`src/rtl/loop_regs_pkg.sv`:
```
// rtl/loop_regs_pkg.sv - shared register map, field widths and helpers for the loop-filter bank
package loop_regs_pkg;

  typedef enum logic [2:0] {
    REG_CONTROL      = 3'd0,
    REG_LEAD_LAG     = 3'd1,
    REG_LIMIT        = 3'd2,
    REG_LOOPOFFSET   = 3'd3,
    REG_FSKTHRESHOLD = 3'd4
  } reg_off_e;

  localparam logic [2:0]  REG_LAST      = 3'd4;
  localparam int          LL_W_DEF      = 5;
  localparam int          TH_W_DEF      = 8;
  localparam int          LEAD_LSB      = 16;
  localparam logic [31:0] LIMIT_RST_DEF = 32'h7FFF_FFFF;

  localparam int CTL_ZERO   = 0;
  localparam int CTL_INVERT = 1;
  localparam int CTL_SLIP   = 2;
  localparam int CTL_APPLY  = 31;

  // Byte-lane merge: each set lane bit replaces the matching byte of old_word.
  function automatic logic [31:0] merge_lanes(input logic [31:0] old_word,
                                              input logic [31:0] new_word,
                                              input logic [3:0]  lanes);
    logic [31:0] res;
    res = old_word;
    for (int b = 0; b < 4; b++) begin
      if (lanes[b]) res[8*b +: 8] = new_word[8*b +: 8];
    end
    return res;
  endfunction

endpackage

```
`src/rtl/loop_regs_channel.sv`:
```
// rtl/loop_regs_channel.sv - one loop-filter channel: shadow/active registers, apply and slip requests
module loop_regs_channel
  import loop_regs_pkg::*;
#(
  parameter int          LL_W      = LL_W_DEF,
  parameter int          TH_W      = TH_W_DEF,
  parameter logic [31:0] LIMIT_RST = LIMIT_RST_DEF
) (
  input  logic            clk,
  input  logic            reset,
  input  logic [3:0]      lanes,
  input  logic [2:0]      reg_sel,
  input  logic [31:0]     data_in,
  input  logic            sample_en,
  output logic [LL_W-1:0] lead,
  output logic [LL_W-1:0] lag,
  output logic [31:0]     limit,
  output logic [31:0]     loop_offset,
  output logic [TH_W-1:0] fsk_threshold,
  output logic            zero_error,
  output logic            invert_error,
  output logic            slip,
  output logic            apply_pending,
  output logic [31:0]     rd_word
);

  logic [LL_W-1:0] lead_sh, lag_sh;
  logic [31:0]     limit_sh, offset_sh;
  logic [TH_W-1:0] th_sh;
  logic            slip_req;

  logic we_ctrl, we_ll, we_limit, we_offset, we_th;
  logic do_apply;

  always_comb begin
    we_ctrl   = (reg_sel == REG_CONTROL);
    we_ll     = (reg_sel == REG_LEAD_LAG);
    we_limit  = (reg_sel == REG_LIMIT);
    we_offset = (reg_sel == REG_LOOPOFFSET);
    we_th     = (reg_sel == REG_FSKTHRESHOLD);
    do_apply  = apply_pending && sample_en;
  end

  // The slip pulse is the request gated by the strobe, so it lines up with sampleEn.
  assign slip = slip_req && sample_en;

  always_ff @(posedge clk) begin
    if (reset) begin
      lead_sh       <= '0;
      lag_sh        <= '0;
      limit_sh      <= LIMIT_RST;
      offset_sh     <= '0;
      th_sh         <= '0;
      lead          <= '0;
      lag           <= '0;
      limit         <= LIMIT_RST;
      loop_offset   <= '0;
      fsk_threshold <= '0;
      zero_error    <= 1'b0;
      invert_error  <= 1'b0;
      slip_req      <= 1'b0;
      apply_pending <= 1'b0;
    end else begin
      if (we_ctrl && lanes[0]) begin
        zero_error   <= data_in[CTL_ZERO];
        invert_error <= data_in[CTL_INVERT];
      end
      slip_req      <= (slip_req && !sample_en) ||
                       (we_ctrl && lanes[0] && data_in[CTL_SLIP]);
      apply_pending <= (apply_pending && !sample_en) ||
                       (we_ctrl && lanes[3] && data_in[CTL_APPLY]);

      // Transfer reads the pre-write shadow; a same-clk write still lands in shadow.
      if (do_apply) begin
        lead          <= lead_sh;
        lag           <= lag_sh;
        limit         <= limit_sh;
        loop_offset   <= offset_sh;
        fsk_threshold <= th_sh;
      end

      if (we_ll && lanes[0]) lag_sh  <= data_in[LL_W-1:0];
      if (we_ll && lanes[2]) lead_sh <= data_in[LEAD_LSB +: LL_W];
      if (we_limit)          limit_sh  <= merge_lanes(limit_sh, data_in, lanes);
      if (we_offset)         offset_sh <= merge_lanes(offset_sh, data_in, lanes);
      if (we_th && lanes[0]) th_sh <= data_in[TH_W-1:0];
    end
  end

  always_comb begin
    rd_word = '0;
    case (reg_sel)
      REG_CONTROL: begin
        rd_word[CTL_ZERO]   = zero_error;
        rd_word[CTL_INVERT] = invert_error;
        rd_word[CTL_SLIP]   = slip_req;
        rd_word[CTL_APPLY]  = apply_pending;
      end
      REG_LEAD_LAG:     rd_word = (32'(lead_sh) << LEAD_LSB) | 32'(lag_sh);
      REG_LIMIT:        rd_word = limit_sh;
      REG_LOOPOFFSET:   rd_word = offset_sh;
      REG_FSKTHRESHOLD: rd_word = 32'(th_sh);
      default:          rd_word = '0;
    endcase
  end

endmodule

```
`src/rtl/multi_loop_regs.sv`:
```
// rtl/multi_loop_regs.sv - loop-filter register bank top: address/lane decode, channels, readback
module multi_loop_regs
  import loop_regs_pkg::*;
#(
  parameter int          NUM_CH    = 4,
  parameter logic [11:0] BASE_ADDR = 12'h400,
  parameter int          LL_W      = LL_W_DEF,
  parameter int          TH_W      = TH_W_DEF,
  parameter logic [31:0] LIMIT_RST = LIMIT_RST_DEF
) (
  input  logic                   clk,
  input  logic                   reset,
  input  logic                   cs,
  input  logic [11:0]            addr,
  input  logic [31:0]            dataIn,
  input  logic                   wr0,
  input  logic                   wr1,
  input  logic                   wr2,
  input  logic                   wr3,
  input  logic                   sampleEn,
  output logic [31:0]            dataOut,
  output logic [NUM_CH-1:0]      zeroError,
  output logic [NUM_CH-1:0]      invertError,
  output logic [NUM_CH-1:0]      slip,
  output logic [LL_W*NUM_CH-1:0] lead,
  output logic [LL_W*NUM_CH-1:0] lag,
  output logic [32*NUM_CH-1:0]   limit,
  output logic [32*NUM_CH-1:0]   loopOffset,
  output logic [TH_W*NUM_CH-1:0] fskThreshold,
  output logic [NUM_CH-1:0]      applyPending
);

  logic [2:0]  ch;
  logic [2:0]  reg_sel;
  logic [3:0]  lanes;
  logic        hit;
  logic [31:0] rd_words [8];
  logic        unused_addr;

  assign ch          = addr[7:5];
  assign reg_sel     = addr[4:2];
  assign lanes       = {wr3, wr2, wr1, wr0};
  assign unused_addr = ^addr[1:0];

  // Same decode gates both writes and readback, so misses always read 0.
  assign hit = cs && (addr[11:8] == BASE_ADDR[11:8]) &&
               ({1'b0, ch} < 4'(NUM_CH)) && (reg_sel <= REG_LAST);

  for (genvar i = 0; i < 8; i++) begin : g_ch
    if (i < NUM_CH) begin : g_live
      logic [3:0] ch_lanes;
      assign ch_lanes = (hit && ch == 3'(i)) ? lanes : 4'b0000;

      loop_regs_channel #(
        .LL_W      (LL_W),
        .TH_W      (TH_W),
        .LIMIT_RST (LIMIT_RST)
      ) u_ch (
        .clk           (clk),
        .reset         (reset),
        .lanes         (ch_lanes),
        .reg_sel       (reg_sel),
        .data_in       (dataIn),
        .sample_en     (sampleEn),
        .lead          (lead[i*LL_W +: LL_W]),
        .lag           (lag[i*LL_W +: LL_W]),
        .limit         (limit[i*32 +: 32]),
        .loop_offset   (loopOffset[i*32 +: 32]),
        .fsk_threshold (fskThreshold[i*TH_W +: TH_W]),
        .zero_error    (zeroError[i]),
        .invert_error  (invertError[i]),
        .slip          (slip[i]),
        .apply_pending (applyPending[i]),
        .rd_word       (rd_words[i])
      );
    end else begin : g_absent
      assign rd_words[i] = '0;
    end
  end

  always_ff @(posedge clk) begin
    if (reset) begin
      dataOut <= '0;
    end else begin
      dataOut <= hit ? rd_words[ch] : '0;
    end
  end

endmodule

```
`config.mk`:
```
export PLATFORM = sky130hd
export DESIGN_NAME = multi_loop_regs
export DESIGN_NICKNAME = d
export VERILOG_FILES = /design/src/rtl/loop_regs_pkg.sv /design/src/rtl/loop_regs_channel.sv /design/src/rtl/multi_loop_regs.sv
export SDC_FILE = /design/constraint.sdc
export NUM_CORES = 2
export LEC_CHECK = 0
export CAP_MARGIN = 10
export CORE_MARGIN = 2
export CORE_UTILIZATION = 25
export CTS_CLUSTER_DIAMETER = 80
export CTS_CLUSTER_SIZE = 16
export DETAILED_ROUTE_END_ITERATION = 8
export PLACE_DENSITY_LB_ADDON = 0.08
export SLEW_MARGIN = 20
export SYNTH_ARGS = -nofsm -noshare
export SYNTH_HDL_FRONTEND = slang
export SYNTH_SLANG_ARGS = --single-unit
```
`constraint.sdc`:
```
create_clock -name clk -period 3.45 [get_ports clk]
set_input_delay 0.5175 -clock clk [delete_from_list [all_inputs] [get_ports clk]]
set_output_delay 0.5175 -clock clk [all_outputs]
set_load 0.1 [all_outputs]
```
== Word level (Yosys, flattened, before mapping) ==
Cells that the tools add are included.

* Bits in registers: 704
* Word-level logic and storage cells: 212
* Output and inout bits: 376
* Bits of input ports: 52

* Reductions and logical operators: 95
* Muxes and demuxes: 19
* Magnitude comparators: 3
* Bitwise gates (word level): 6
* Equal/unequal tests: 8

{| class="wikitable"
|+ Operator list
! operator !! count
|-
| one-hot mux 28 bit (4 select lines) || 4
|-
| binary-select mux 32 bit (select 3 bit) || 1
|-
| bitwise OR 21 x 5 -> 21 bit || 4
|-
| 2-to-1 mux 32 bit || 2
|-
| AND reduction 2 bit || 32
|-
| one-hot mux 3 bit (5 select lines) || 4
|-
| logical AND 1 bit || 51
|-
| 2-to-1 mux 4 bit || 4
|-
| one-hot mux 1 bit (4 select lines) || 4
|-
| equality test 3 x 2 -> 1 bit (second input constant) || 4
|-
| logical OR 1 bit || 8
|-
| equality test 3 x 1 -> 1 bit (second input constant) || 2
|-
| logical NOT 3 bit || 2
|-
| equality test 4 x 3 -> 1 bit (second input constant) || 1
|-
| >= comparator 4 bit (second input constant) || 1
|-
| NOT 3 -> 4 bit || 1
|-
| equality test 3 bit (second input constant) || 1
|-
| less-or-equal comparator 3 bit (second input constant) || 1
|-
| less-than comparator 3 bit (second input constant) || 1
|-
| OR reduction 2 bit || 1
|-
| logical NOT 1 bit || 1
|-
| NOT 1 bit || 1
|}

== Logic depth before layout (Yosys ltp) ==
* Depth in word-level cells: 9
* Depth in mapped cells: 8
* Depth with buffers taken out: 5

== Cells and area by module ==
Synthesis repeated with hierarchy kept, for this count alone.

* Cells, all modules: 3223
* Area, all modules: 29328.1 um2

{| class="wikitable"
|+ Modules (own cells, without submodules)
! module !! instances !! cells an instance !! sequential area each (um2) !! area an instance (um2)
|-
| loop_regs_channel || 4 || 772 || 3363.2 || 6800.3
|-
| multi_loop_regs || 1 || 135 || 640.6 || 2127.0
|}

== Worst setup path after synthesis ==
OpenSTA, ideal clock, no wires.

* Path type: input-to-output
* From: in sampleEn
* To: out slip[0]
* Setup slack: 1.493 ns
* Path buffers: 3
* Arrival: 1.439 ns
* Cell stages on the path: 4
* Data required time: 2.932 ns
* Cell sequence: clkbuf_1 > clkbuf_1 > and2_1 > buf_4

* Longest elaborated chain between the ends: 1

{| class="wikitable"
|+ RTL lines
! what !! RTL line !! source
|-
| start, declared || multi_loop_regs.sv:20 || <nowiki>input logic sampleEn,</nowiki>
|-
| logical AND 1 bit || loop_regs_channel.sv:45 || <nowiki>assign slip = slip_req && sample_en;</nowiki>
|-
| end, declared || multi_loop_regs.sv:24 || <nowiki>output logic [NUM_CH-1:0] slip,</nowiki>
|}

Every way passes these cells.

== Worst setup path in the final report ==
* From: reg g_ch[2].g_live.u_ch.lead[2]
* To: out lead[12]

{| class="wikitable"
|+ RTL lines
! what !! RTL line !! source
|-
| start, declared || loop_regs_channel.sv:15 || <nowiki>output logic [LL_W-1:0] lead,</nowiki>
|-
| start signal, assigned || loop_regs_channel.sv:75 || <nowiki>lead <= lead_sh;</nowiki>
|-
| end, declared || multi_loop_regs.sv:25 || <nowiki>output logic [LL_W*NUM_CH-1:0] lead,</nowiki>
|}

No word-level cell between the ends.

==> flow_summary.ini <==
[status]
run_status = complete, no violations

[yosys]
netlist_area_sq_mm = 0.0283
async_flop_share = 0
synth_cell_types = 57
synth_enable_flop_cells = 0
syn_inst = 3382
ys_ff_latch = 704
syn_avg_cell_area_sq_um = 8.36
synth-main-ff-cell = dfxtp_1
ys_seq_area_frac = 0.499
ys_warn_count = 0
synth_nets = 3434

[route]
initialDrtViolationCount = 1947
via_per_inst = 4.76
totalWireLength_microns = 123000
drt_pass1_iterations = 5
drc = 0
post_drt_wl_per_cell_microns = 23.8
via_count = 24624
ant_nets = 0

[worst_setup_path]
startpoint = g_ch[2].g_live.u_ch.lead[2]$_SDFFE_PP0P_
critical_path.max_stage_delay_ns = 1.19
cp-start-kind = register
path_cells = clkdlybuf4s50_1
crit_required_ns = 2.93
end_kind = primary output
worst_path_max_delay_cell = clkdlybuf4s50_1
cpLargestDelayFamily = buffers and inverters
critPathMaxFanout = 2
reg2reg_from = g_ch[0].g_live.u_ch.apply_pending$_SDFF_PP0_
cp_num_buf_inv = 1
critical_path_class = reg -> out
arrival_ns = 2.34

[cts]
ctsResizeCount = 0
cts_made_buffers = 54
clk_path_buf_depth = 3
tritoncts = yes
cts.sinks = 704
postCtsSetupBuffers = 0
root_buffer = clkbuf_16
htree_num_levels = 2
clkLatencyLatePin_ns = 0.66
cts_hold_buf = 0
path_clk_slew_ns = 0.08

[final_layout]
nFillCells = 11990
layout-drive-gt1-share = 0.0932
final_cell_area_sq_mm = 0.0356
final_util = 0.317
nNetsFinal = 3704
area_growth_pct = 25.9

[global_route]
grt_start_max_net_pins = 169
grt-ovfl-total = 0
antenna_found_initial = 3
grt_pass1_vias = 23767
grt_pass1_wl_microns = 176000
track_usage = 0.205

[floorplanning]
dieArea_sq_mm = 0.116
initial_core_util = 0.252
ioPinCount = 428
core_sq_mm = 0.112
num_rows = 123
die_h_microns = 340
die_width_microns = 340

[timing]
worst_pin_slew_ns = 1.17
hold_violations = 0
fin_crit_sh = 0.827
post-route-min-period_ns = 2.85
final.setup.tns_ns = 0
clock.fmax_mhz = 351
relSlewSlack = 0.220
rsz0062_at_grt = no
skew_ns = 0.0182
slew_viol_final = 0
setup_violations = 0

[placed_design]
post_dp_cell_area_sq_mm = 0.0339
dp_hpwl_microns = 87300
gp_congestion = 0.792
numPortBuffers = 425

[flow_run]
max-cap-violations = 0

[power_and_ir_drop]
cellLeakagePower_nw = 14.0
ir_drop_mv = 0.366
p_per_area_mw_per_mm2 = 433

[min_path]
hold_class = in -> reg
hold_path.startpoint = reset
-- Yosys cell counts, types with 3 or more instances --
library cell	n	area [sq um]
a221oi_1	28	245
buf_1	5	18.8
buf_2	68	340
a22oi_1	26	195
a21oi_2	15	131
nand3_2	12	120
nor2_1	127	477
clkbuf_1	206	773
or3_1	5	31.3
dfxtp_1	704	14100
o21ai_0	13	65.1
o31ai_1	4	30.0
nand3_1	126	631
inv_1	3	11.3
a311oi_1	3	26.3
a21oi_1	347	1740
o22a_1	18	158
and2_1	14	87.6
a31oi_1	5	31.3
o221ai_1	8	70.1
a22o_1	37	324
mux2_2	37	417
nand2b_1	4	25.0
and3_1	17	106
buf_4	24	180
nand3b_1	252	1890
nand2_1	1060	3980
mux2i_1	158	1580
nor2b_1	17	106
-- cell usage in the layout, fill, tap and decap left out, types with 10 or more instances in the layout --
cell             instances
a21oi_2                 15
nand3_2                 12
clkdlybuf4s50_1        339
mux2_2                  37
o21ai_0                 13
nor2b_1                 15
and3_1                  13
buf_12                  25
buf_4                  154
nor2_1                 126
clkbuf_16               57
nand3_1                126
a22o_1                  37
nand2_1               1056
a221oi_1                28
a22oi_1                 26
mux2i_1                158
o22a_1                  18
dfxtp_1                704
nand3b_1               252
a21oi_1                347
and2_1                  10
-- power by group --
| group | internal (mW) | switching (mW) |
|---|---|---|
| combinational | 0.254 | 0.559 |
| sequential | 8.12 | 0.00134 |
| clock | 3.24 | 3.25 |
-- routing by layer --
metal	GRT usage	wire length (microns)	vias up
met1	0.316	63300	11977
met4	0.0570	3200	2
met5	0	10	-
li1	-	-	11858
met2	0.288	49700	670
met3	0.0351	6720	117
-- path summary, 6_finish.rpt --
kind | to | slack, ns | cells after the start
setup reg to reg | g_ch[0].g_live.u_ch.fsk_threshold[7]$_SDFFE_PP0P_ | 1.65 | 4
hold / removal | g_ch[1].g_live.u_ch.zero_error$_SDFFE_PP0P_ | 0.33 | 2
hold reg to reg | g_ch[2].g_live.u_ch.loop_offset[3]$_SDFFE_PP0P_ | 0.45 | 2
setup / recovery | lead[12] | 0.60 | 1
-- sequential cells by signal, summed over array words and instances, names as in the netlist, 32 cells and up --
name                            count
g_ch.g_live.u_ch.offset_sh        128
g_ch.g_live.u_ch.th_sh             32
dataOut                            32
g_ch.g_live.u_ch.fsk_threshold     32
g_ch.g_live.u_ch.limit            128
g_ch.g_live.u_ch.limit_sh         128
g_ch.g_live.u_ch.loop_offset      128
-- stage by stage --
stage	worst slack (ns)	hold slack, ns	power, mW	cells
3_5_place_dp	0.510	0.446	9.12	5096
6_report	0.597	0.329	15.4	5174
3_3_place_gp	0.504	0.443	9.12	5096
2_1_floorplan	1.49	0.439	8.74	3382
5_1_grt	0.588	0.333	16.0	5169
4_1_cts	0.557	0.283	15.7	5169
-- kinds of logic after synthesis --
family / synth area share
AOI/OAI and AO/OA: 0.112
and+or+nand+nor: 0.269
DFF: 0.499
muxes: 0.0723
buffers and inverters: 0.0479
-- worst reg2reg max path, cell delays in order (launching register included) --
cell	delay, ns
dfxtp_1	0.57
and2_2	0.57
buf_12	0.29
nand2_1	0.18
a21oi_1	0.14
-- area by class of cell --
class | instances | area, sq um | area share
antenna | 5 | 12.5 | 0.000352
clock buffer | 61 | 1460 | 0.0411
clock inverter | 12 | 175 | 0.00492
inverter | 4 | 15.0 | 0.000422
multi-input combinational | 2368 | 12900 | 0.362
sequential | 704 | 14100 | 0.396
tap | 1500 | 1880 | 0.0527
timing repair buffer | 520 | 5070 | 0.142
(Power assumes the default switching activity.)
